<file path="src/rtl/pp_compress_if.sv">
// pp_compress_if: operand/result valid-ready bus for the partial-product compressor pipe
interface pp_compress_if;
  logic        in_valid;
  logic        in_ready;
  logic [63:0] pp;
  logic        out_valid;
  logic        out_ready;
  logic [15:0] prod;
  modport master (output in_valid, pp, out_ready, input in_ready, out_valid, prod);
  modport slave  (input in_valid, pp, out_ready, output in_ready, out_valid, prod);
endinterface

</file>
<file path="src/rtl/pp_compress_pipe.sv">
// pp_compress_pipe: 3-stage 4:2 compressor tree + CPA with OR-approximated low columns
module pp_compress_pipe #(
  parameter int APPROX_COLS = 0
) (
  input logic        clk,
  input logic        rst,
  pp_compress_if.slave bus
);
  localparam logic [15:0] AMASK = 16'((32'd1 << APPROX_COLS) - 32'd1);
  // returns {carry, sum}; the carry row still has to be shifted left by one
  function automatic logic [31:0] c42(input logic [15:0] w, x, y, z);
    logic [15:0] s, cy;
    logic c, t;
    c = 1'b0;
    s = '0;
    cy = '0;
    for (int k = 0; k < 16; k++) begin
      t = w[k] ^ x[k] ^ y[k];
      s[k] = t ^ z[k] ^ c;
      cy[k] = (t & z[k]) | (t & c) | (z[k] & c);
      c = (w[k] & x[k]) | (w[k] & y[k]) | (x[k] & y[k]);
    end
    return {cy, s};
  endfunction
  logic [15:0] row [8];
  logic [15:0] orr;
  logic [31:0] g0, g1, h;
  logic [15:0] r1 [4];
  logic [15:0] r2 [2];
  logic [15:0] a1, a2, prod_q;
  logic        v1, v2, v3, adv1, adv2, adv3;
  always_comb begin
    logic [15:0] raw;
    orr = '0;
    for (int j = 0; j < 8; j++) begin
      raw = 16'(bus.pp[8*j +: 8]) << j;
      orr = orr | raw;
      row[j] = raw & ~AMASK;
    end
  end
  assign g0 = c42(row[0], row[1], row[2], row[3]);
  assign g1 = c42(row[4], row[5], row[6], row[7]);
  assign h  = c42(r1[0], r1[1], r1[2], r1[3]);
  assign adv3 = bus.out_ready | !v3;
  assign adv2 = adv3 | !v2;
  assign adv1 = adv2 | !v1;
  assign bus.in_ready  = adv1;
  assign bus.out_valid = v3;
  assign bus.prod      = prod_q;
  always_ff @(posedge clk or posedge rst) begin
    if (rst) begin
      {v1, v2, v3} <= '0;
      r1 <= '{default: '0};
      r2 <= '{default: '0};
      {a1, a2, prod_q} <= '0;
    end else begin
      if (adv1) v1 <= bus.in_valid;
      if (adv1 && bus.in_valid) begin
        r1[0] <= g0[15:0];
        r1[1] <= g0[31:16] << 1;
        r1[2] <= g1[15:0];
        r1[3] <= g1[31:16] << 1;
        a1 <= orr & AMASK;
      end
      if (adv2) begin
        v2 <= v1;
        r2[0] <= h[15:0];
        r2[1] <= h[31:16] << 1;
        a2 <= a1;
      end
      // exact rows are zero in approximated columns, so OR-ing the approx field is carry-free
      if (adv3) begin
        v3 <= v2;
        prod_q <= (r2[0] + r2[1]) | a2;
      end
    end
  end
endmodule

</file>
<file path="src/flat_wrapper.sv">
// flat-port wrapper written by rule: the top's interface ports become plain ports
module pp_compress_pipe_flat 
#(
  parameter int APPROX_COLS = 0
)
  (clk, rst, bus_in_valid, bus_pp, bus_out_ready, bus_in_ready, bus_out_valid, bus_prod);
  pp_compress_if bus_i ();
  input logic clk;
  input logic rst;
  input wire logic [$bits(bus_i.in_valid)-1:0] bus_in_valid;
  input wire logic [$bits(bus_i.pp)-1:0] bus_pp;
  input wire logic [$bits(bus_i.out_ready)-1:0] bus_out_ready;
  output wire logic [$bits(bus_i.in_ready)-1:0] bus_in_ready;
  output wire logic [$bits(bus_i.out_valid)-1:0] bus_out_valid;
  output wire logic [$bits(bus_i.prod)-1:0] bus_prod;
  assign bus_i.in_valid = bus_in_valid;
  assign bus_i.pp = bus_pp;
  assign bus_i.out_ready = bus_out_ready;
  assign bus_in_ready = bus_i.in_ready;
  assign bus_out_valid = bus_i.out_valid;
  assign bus_prod = bus_i.prod;
  pp_compress_pipe #(.APPROX_COLS(APPROX_COLS)) u_core (.clk(clk), .rst(rst), .bus(bus_i));
endmodule
</file>
<file path="config.mk">
export PLATFORM = sky130hd
export DESIGN_NAME = pp_compress_pipe_flat
export DESIGN_NICKNAME = d
export VERILOG_FILES = /design/src/rtl/pp_compress_if.sv /design/src/rtl/pp_compress_pipe.sv /design/src/flat_wrapper.sv
export SDC_FILE = /design/constraint.sdc
export NUM_CORES = 1
export LEC_CHECK = 0
export ABC_AREA = 1
export CORE_ASPECT_RATIO = 1.1
export CORE_UTILIZATION = 40
export CTS_CLUSTER_SIZE = 20
export DETAILED_ROUTE_END_ITERATION = 6
export PLACE_DENSITY = 0.66
export SETUP_SLACK_MARGIN = 0.1
export SLEW_MARGIN = 20
export SYNTH_ARGS = -nofsm -noshare
export SYNTH_HDL_FRONTEND = slang
export SYNTH_SLANG_ARGS = --single-unit
</file>
<file path="constraint.sdc">
create_clock -name clk -period 2.6 [get_ports clk]
set_input_delay 0.39 -clock clk [delete_from_list [all_inputs] [get_ports clk]]
set_output_delay 0.39 -clock clk [all_outputs]
set_load 0.01 [all_outputs]
</file>
==> out/metrics.yaml, run 1 <==
run_status: "completed"
antennaDiodeCount: 0
dieArea_um2: 12100
gp_congestion: 0.803
cts_hold_buf: 0
synth_top_area_cell: "dfrtp_1"
netlist_area_um2: 4680
final_common_cell: "nand2_1"
io_buffers: 85
clock_latency_ps: 330
cap_viol_max_count: 0
synth_xor_xnor_area_share_pct: 0.374
end_kind: "primary output"
worst-setup-path-type: "input port to primary output"
power_density_nw_per_um2: 901
slowest_delay_ps: 540
finalWirelength_mm: 8.77
skew_ps: 4.77
worstHoldPathType: "register to register"
vias_per_cell: 4.62
grt_max_degree: 45
critical_path_arrival_ps: 1720
tritoncts: "built"
rr_endpoint: "u_core.bus.prod[13]"
grt_antenna_before_repair: 0
min_period_ps: 2110
utilization_pct: 52.6
holdWs_ps: 474
syn_nets: 634
dpl_cell_area_um2: 5700
worst_pin_slew_ps: 776
n_fill_cell: 1053
max_freq_ghz: 0.475
fin_nets: 718
area_growth_pct: 28.5
synth_seq_cells: 83
max-slew-margin-rel_pct: 48.2
yosys-top-cells-area: "dfrtp_1, fa_1, nand2_1"
crit_path_frequent_cell: "clkdlybuf4s50_1"
power.leakage_nw: 3.00
cts.repair.resized: 0
min_delay_path_depth: 2
die_y_um: 115
drv_slew: 0
rrSetupSlack_ps: 770
initial_core_util_pct: 40.9
routed-via-count: 3431
cp-start-kind: "input port"
cts_buffers: 9
htree_levels: 3
ys_seq_area_share_pct: 44.4
cp.required_ps: 2210
drive_above_1_share_pct: 4.56
clock-sinks: 83
critPathMaxFanout: 3
rsz0062_at_grt: "false"
synth_cell_types: 24
die_width_um: 105
synth_fa_ha_area_share_pct: 22.8
yosys.area_share.simple_pct: 24.1
dr.pass1.iters: 4
ir_drop_mv: 0.361
hold_path_end: "u_core.r1[50]"
synth_cells: 504
grt_pass1_vias: 3590
synth_top_family_by_area: "simple AND/OR/NAND/NOR gates"
final_area_um2: 6010
post-cts-setup-buffers: 0
hp-start: "u_core.r1[50]"
core-area_um2: 11400
synth_top_area_share_pct: 44.4
wl_per_cell_um: 11.8
postSynthAreaPerCell_um2: 9.28
grt_pass1_wl_mm: 15.7
period_share_pct: 81.0
hold_viol: 0
overflow: 0
io_pins: 86
cp_cell_sequence: "clkdlybuf4s50_1 > nor2_4 > inv_2 > nor2_8 > nand2_4 > clkdlybuf4s50_1"
ys.warnings.count: 0
track_usage_pct: 16.3
clkTransAtPathRegs_ps: 60
dp_hpwl_mm: 6.88
rows: 41
root_buffer: "clkbuf_16"
worst_r2r_path_depth: 8
cp_slowest_cell: "clkdlybuf4s50_1"
reg2reg_from: "u_core.r2[5]"
drc: 0
detail-route-antenna-nets: 0
muxShareOfSynthArea_pct: 0
setup_viol: 0
drt_iter0_markers: 121
synth_compound_area_share_pct: 2.94
cts.path.max_buffers: 2
setup_tns_ps: 0
mostFrequentLayoutCells: "nand2_1, clkdlybuf4s50_1, dfrtp_1"
## cells in the mapped netlist (all sizes together)
master	n
a21oi	9
a31oi	2
buf	12
clkbuf	7
dfrtp	83
fa	39
ha	23
inv	42
nand2	195
nand3	48
nand3b	2
nand4	2
nor2	20
o21ai	16
or2	2
xnor2	1
xor2	1
## stage by stage
stage	power (mW)	setup slack, ps	instances
after floorplan	3.38	973	504
after global placement	4.07	388	727
after detailed placement	4.14	328	727
after CTS	5.49	483	742
after global routing	5.92	448	742
final	5.42	494	742
## flip-flops by register name, indices dropped and copies added, names as in the netlist
| register | flops |
|---|---|
| u_core.bus.out_valid | 1 |
| u_core.bus.prod | 16 |
| u_core.r2 | 26 |
| u_core.r1 | 38 |
| u_core.v1 | 1 |
| u_core.v2 | 1 |
## cell families (layout without fill, tap and decap cells)
group / after synthesis / in the layout
buffers and inverters: 61 / 149
AO/OA/AOI/OAI: 27 / 27
flip-flops: 83 / 83
adder cells (fa/ha/maj): 62 / 62
XOR/XNOR: 2 / 2
AND/OR/NAND/NOR: 269 / 269
## how the worst max path moves through the flow
stage                  start                 end  cells past startpoint
2_1_floorplan   u_core.r2[5]  u_core.bus.prod[9]                      7
3_3_place_gp   bus_out_ready       u_core.r2[15]                      7
3_5_place_dp   bus_out_ready       u_core.r2[15]                      7
4_1_cts        bus_out_ready        bus_in_ready                      6
5_1_grt        bus_out_ready        bus_in_ready                      6
6_report       bus_out_ready        bus_in_ready                      6
## layer usage
layer	global-route usage, %	vias up	part of all wire, %
met2	28.8	54	51
met5	0	-	0
li1	-	1747	-
met3	3.37	7	2.2
met4	5.35	0	1.0
met1	20.0	1623	46
## worst max-delay path, delay by kind of cell
| family | cells | cell delay, ps |
|---|---|---|
| buffers and inverters | 3 | 1140 |
| AND/OR/NAND/NOR | 3 | 170 |
## report_power, final
group | leakage [nW] | internal [mW] | switching [mW] | total, mW
clock network | 0.150 | 0.863 | 0.461 | 1.32
logic | 1.84 | 0.991 | 1.16 | 2.15
registers | 1.01 | 1.70 | 0.238 | 1.94
total | 3.00 | 3.56 | 1.86 | 5.42
## layout make-up
class	count	area (µm²)	area share, %
repair buffers	92	928	15.4
multi-input cells	360	2350	39.1
clock inverters	2	60.1	0.999
inverters	42	161	2.68
well taps	150	188	3.12
clock buffers	13	250	4.16
flip-flops and latches	83	2080	34.5
(Power assumes the default switching activity.)
==> run 2: changes to the inputs <==
- PLACE_DENSITY: 0.66 -> unset
- clock period: 2.6 -> 1.98 ns (I/O delays scaled with it)
==> run 2 against run 1 <==
Against the previous run:
- the run now ends with design-rule violations left
- clock power increased by 29%
- cell area is 0.69% higher
- clock-buffer cell count decreased by 1
- critical path type is now register to register
- critical endpoint is now u_core.bus.prod[13]
- largest cell class unchanged
- largest power group unchanged
==> out/metrics.yaml, run 2 (synthesis results as in run 1) <==
area_growth_pct: 29.4  # was 28.5%
wl_met2_mm: 4.12  # was 4.50 mm
wl_per_cell_um: 11.6  # was 11.8 µm
routed-via-count: 3387  # was 3431
tritoncts: "built"  # unchanged
clock-sinks: 83  # unchanged
die_y_um: 115  # unchanged
crit_path_frequent_cell: "nand3_1"  # was clkdlybuf4s50_1
final_cells: 747  # was 742
drc: 2  # was 0
cp-start-kind: "register"  # was input port
power.leakage_nw: 3.02  # was 3.00 nW
cts_buffers: 9  # unchanged
rsz0062_at_grt: "false"  # unchanged
end_kind: "register"  # was primary output
cp_slowest_cell: "fa_2"  # was clkdlybuf4s50_1
highest-signal-layer: "met4"  # unchanged
worst-setup-path-type: "register to register"  # was input port to primary output
dp_hpwl_mm: 6.61  # was 6.88 mm
finalWirelength_mm: 8.63  # was 8.77 mm
cap_viol_max_count: 0  # unchanged
violations: "design-rule violations"
drv_slew: 0  # unchanged
grt_antenna_before_repair: 0  # unchanged
largest_register_ffs: 38  # unchanged
power_density_nw_per_um2: 1170  # was 901 nW/µm²
worstHoldPathType: "input port to async pin"  # was register to register
root_buffer: "clkbuf_16"  # unchanged
skew_ps: 3.74  # was 4.77 ps
cp.required_ps: 2210  # about the same
vias_per_cell: 4.53  # was 4.62
dieArea_um2: 12100  # unchanged
core-area_um2: 11400  # unchanged
overflow: 0  # unchanged
max_freq_ghz: 0.577
setup_viol: 0  # unchanged
numPlacedInstances: 731  # was 727
grt_pass1_vias: 3341  # was 3590
multiInputGateArea_um2: 2350  # about the same
track_usage_pct: 15.9  # was 16.3%
cts.path.max_buffers: 2  # unchanged
worst_pin_slew_ps: 434  # was 776 ps
holdWs_ps: 423  # was 474 ps
clock_latency_ps: 330  # about the same
detail-route-antenna-nets: 0  # unchanged
drive_above_1_share_pct: 6.03  # was 4.56%
period_share_pct: 87.5
grt_max_degree: 84  # was 45
drt_iter0_markers: 122  # was 121
critical_path_arrival_ps: 1960  # was 1720 ps
cp_cell_sequence: "ha_2 > fa_2 > nand2_1 > nand3_1 > nand3_1 > nand3b_1 > nand3_1 > nand2_1"  # was clkdlybuf4s50_1 > nor2_4 > inv_2 > nor2_8 > nand2_4 > clkdlybuf4s50_1
die_width_um: 105  # unchanged
regArea_um2: 2080  # unchanged
ir_drop_mv: 0.513  # was 0.361 mV
critPathMaxFanout: 3  # unchanged
io_pins: 86  # unchanged
antennaDiodeCount: 0  # unchanged
io_buffers: 85  # unchanged
setup_slack_ps: 248  # was 494 ps
min_period_ps: 1730
htree_levels: 3  # unchanged
clkTransAtPathRegs_ps: 60  # about the same
n_fill_cell: 1068  # was 1053
max-slew-margin-rel_pct: 71.1  # was 48.2%
mostFrequentLayoutCells: "nand2_1, clkdlybuf4s50_1, dfrtp_1"  # unchanged
cts_hold_buf: 0  # unchanged
slowest_delay_ps: 410  # was 540 ps
place_ws_ps: -63.1  # was 328 ps
fin_nets: 722  # was 718
initial_core_util_pct: 40.9  # unchanged
run_status: "finished with violations"  # was completed
wl_met1_mm: 4.10  # was 3.99 mm
grt_pass1_wl_mm: 15.2  # was 15.7 mm
gp_congestion: 0.821  # was 0.803
final_common_cell: "nand2_1"  # unchanged
wl_met3_um: 289  # was 195 µm
largest-register: "u_core.r1"  # unchanged
rows: 41  # unchanged
hold_viol: 0  # unchanged
dr.pass1.iters: 7  # was 4
run 2: power by group:
group	switching (mW)	total (mW)	internal, mW
logic	1.51	2.82	1.32
registers	0.312	2.55	2.23
clock network	0.653	1.70	1.04
run 2: worst max-delay path: cells and delay by family (launching register included):
family        cells  cell delay [ps]
fa+ha+maj         2              630
simple gates      6              610
flops             1              390
run 2: metal layers:
metal	vias up	global-route usage (%)
met4	0	5.35
met2	62	27.1
met1	1557	20.5
met5	-	0
met3	8	3.32
li1	1760	-
run 2: area by class of cell:
class	count	area share (%)
Clock inverter	4	0.806
Clock buffer	12	4.24
Tap cell	150	3.10
Inverter	42	2.67
Sequential cell	83	34.3
Multi-Input combinational cell	360	38.9
Timing Repair Buffer	96	16.0
run 2: stage by stage:
stage | power (mW) | TNS [ps] | instance area [µm²] | utilization (%)
3_3_place_gp | 5.39 | -7.53 | 5750 | 50.2
4_1_cts | 7.18 | 0 | 6050 | 52.9
2_1_floorplan | 4.44 | 0 | 4680 | -
6_report | 7.07 | 0 | 6060 | 52.9
5_1_grt | 7.77 | 0 | 6060 | 52.9
3_5_place_dp | 5.44 | -197 | 5750 | 50.2
run 2: what timing repair did:
action,in CTS,in global routing
endpoints found under the setup margin,1,3
buffers inserted,0,0
cloned,0,0
resized for setup,1,2
endpoints found under the hold margin,0,0
run 2: path summary, 6_finish.rpt:
path | startpoint | slack (ps) | depth (start not counted) | endpoint
max in group asynchronous | rst | 1210 | 3 | u_core.bus.prod[4]
min in group clk | u_core.r1[50] | 470 | 2 | u_core.r1[50]
worst max-delay path | u_core.r2[5] | 250 | 8 | u_core.bus.prod[13]
worst min-delay path | rst | 420 | 3 | u_core.r1[27]
worst min register to register | u_core.r1[50] | 470 | 2 | u_core.r1[50]
worst max register to register | u_core.r2[5] | 250 | 8 | u_core.bus.prod[13]
==> run 3: changes to the inputs <==
- HOLD_SLACK_MARGIN: unset -> 0.05
==> results of run 3 <==
The final DEF is identical to that of run 2; final timing and power are the same.
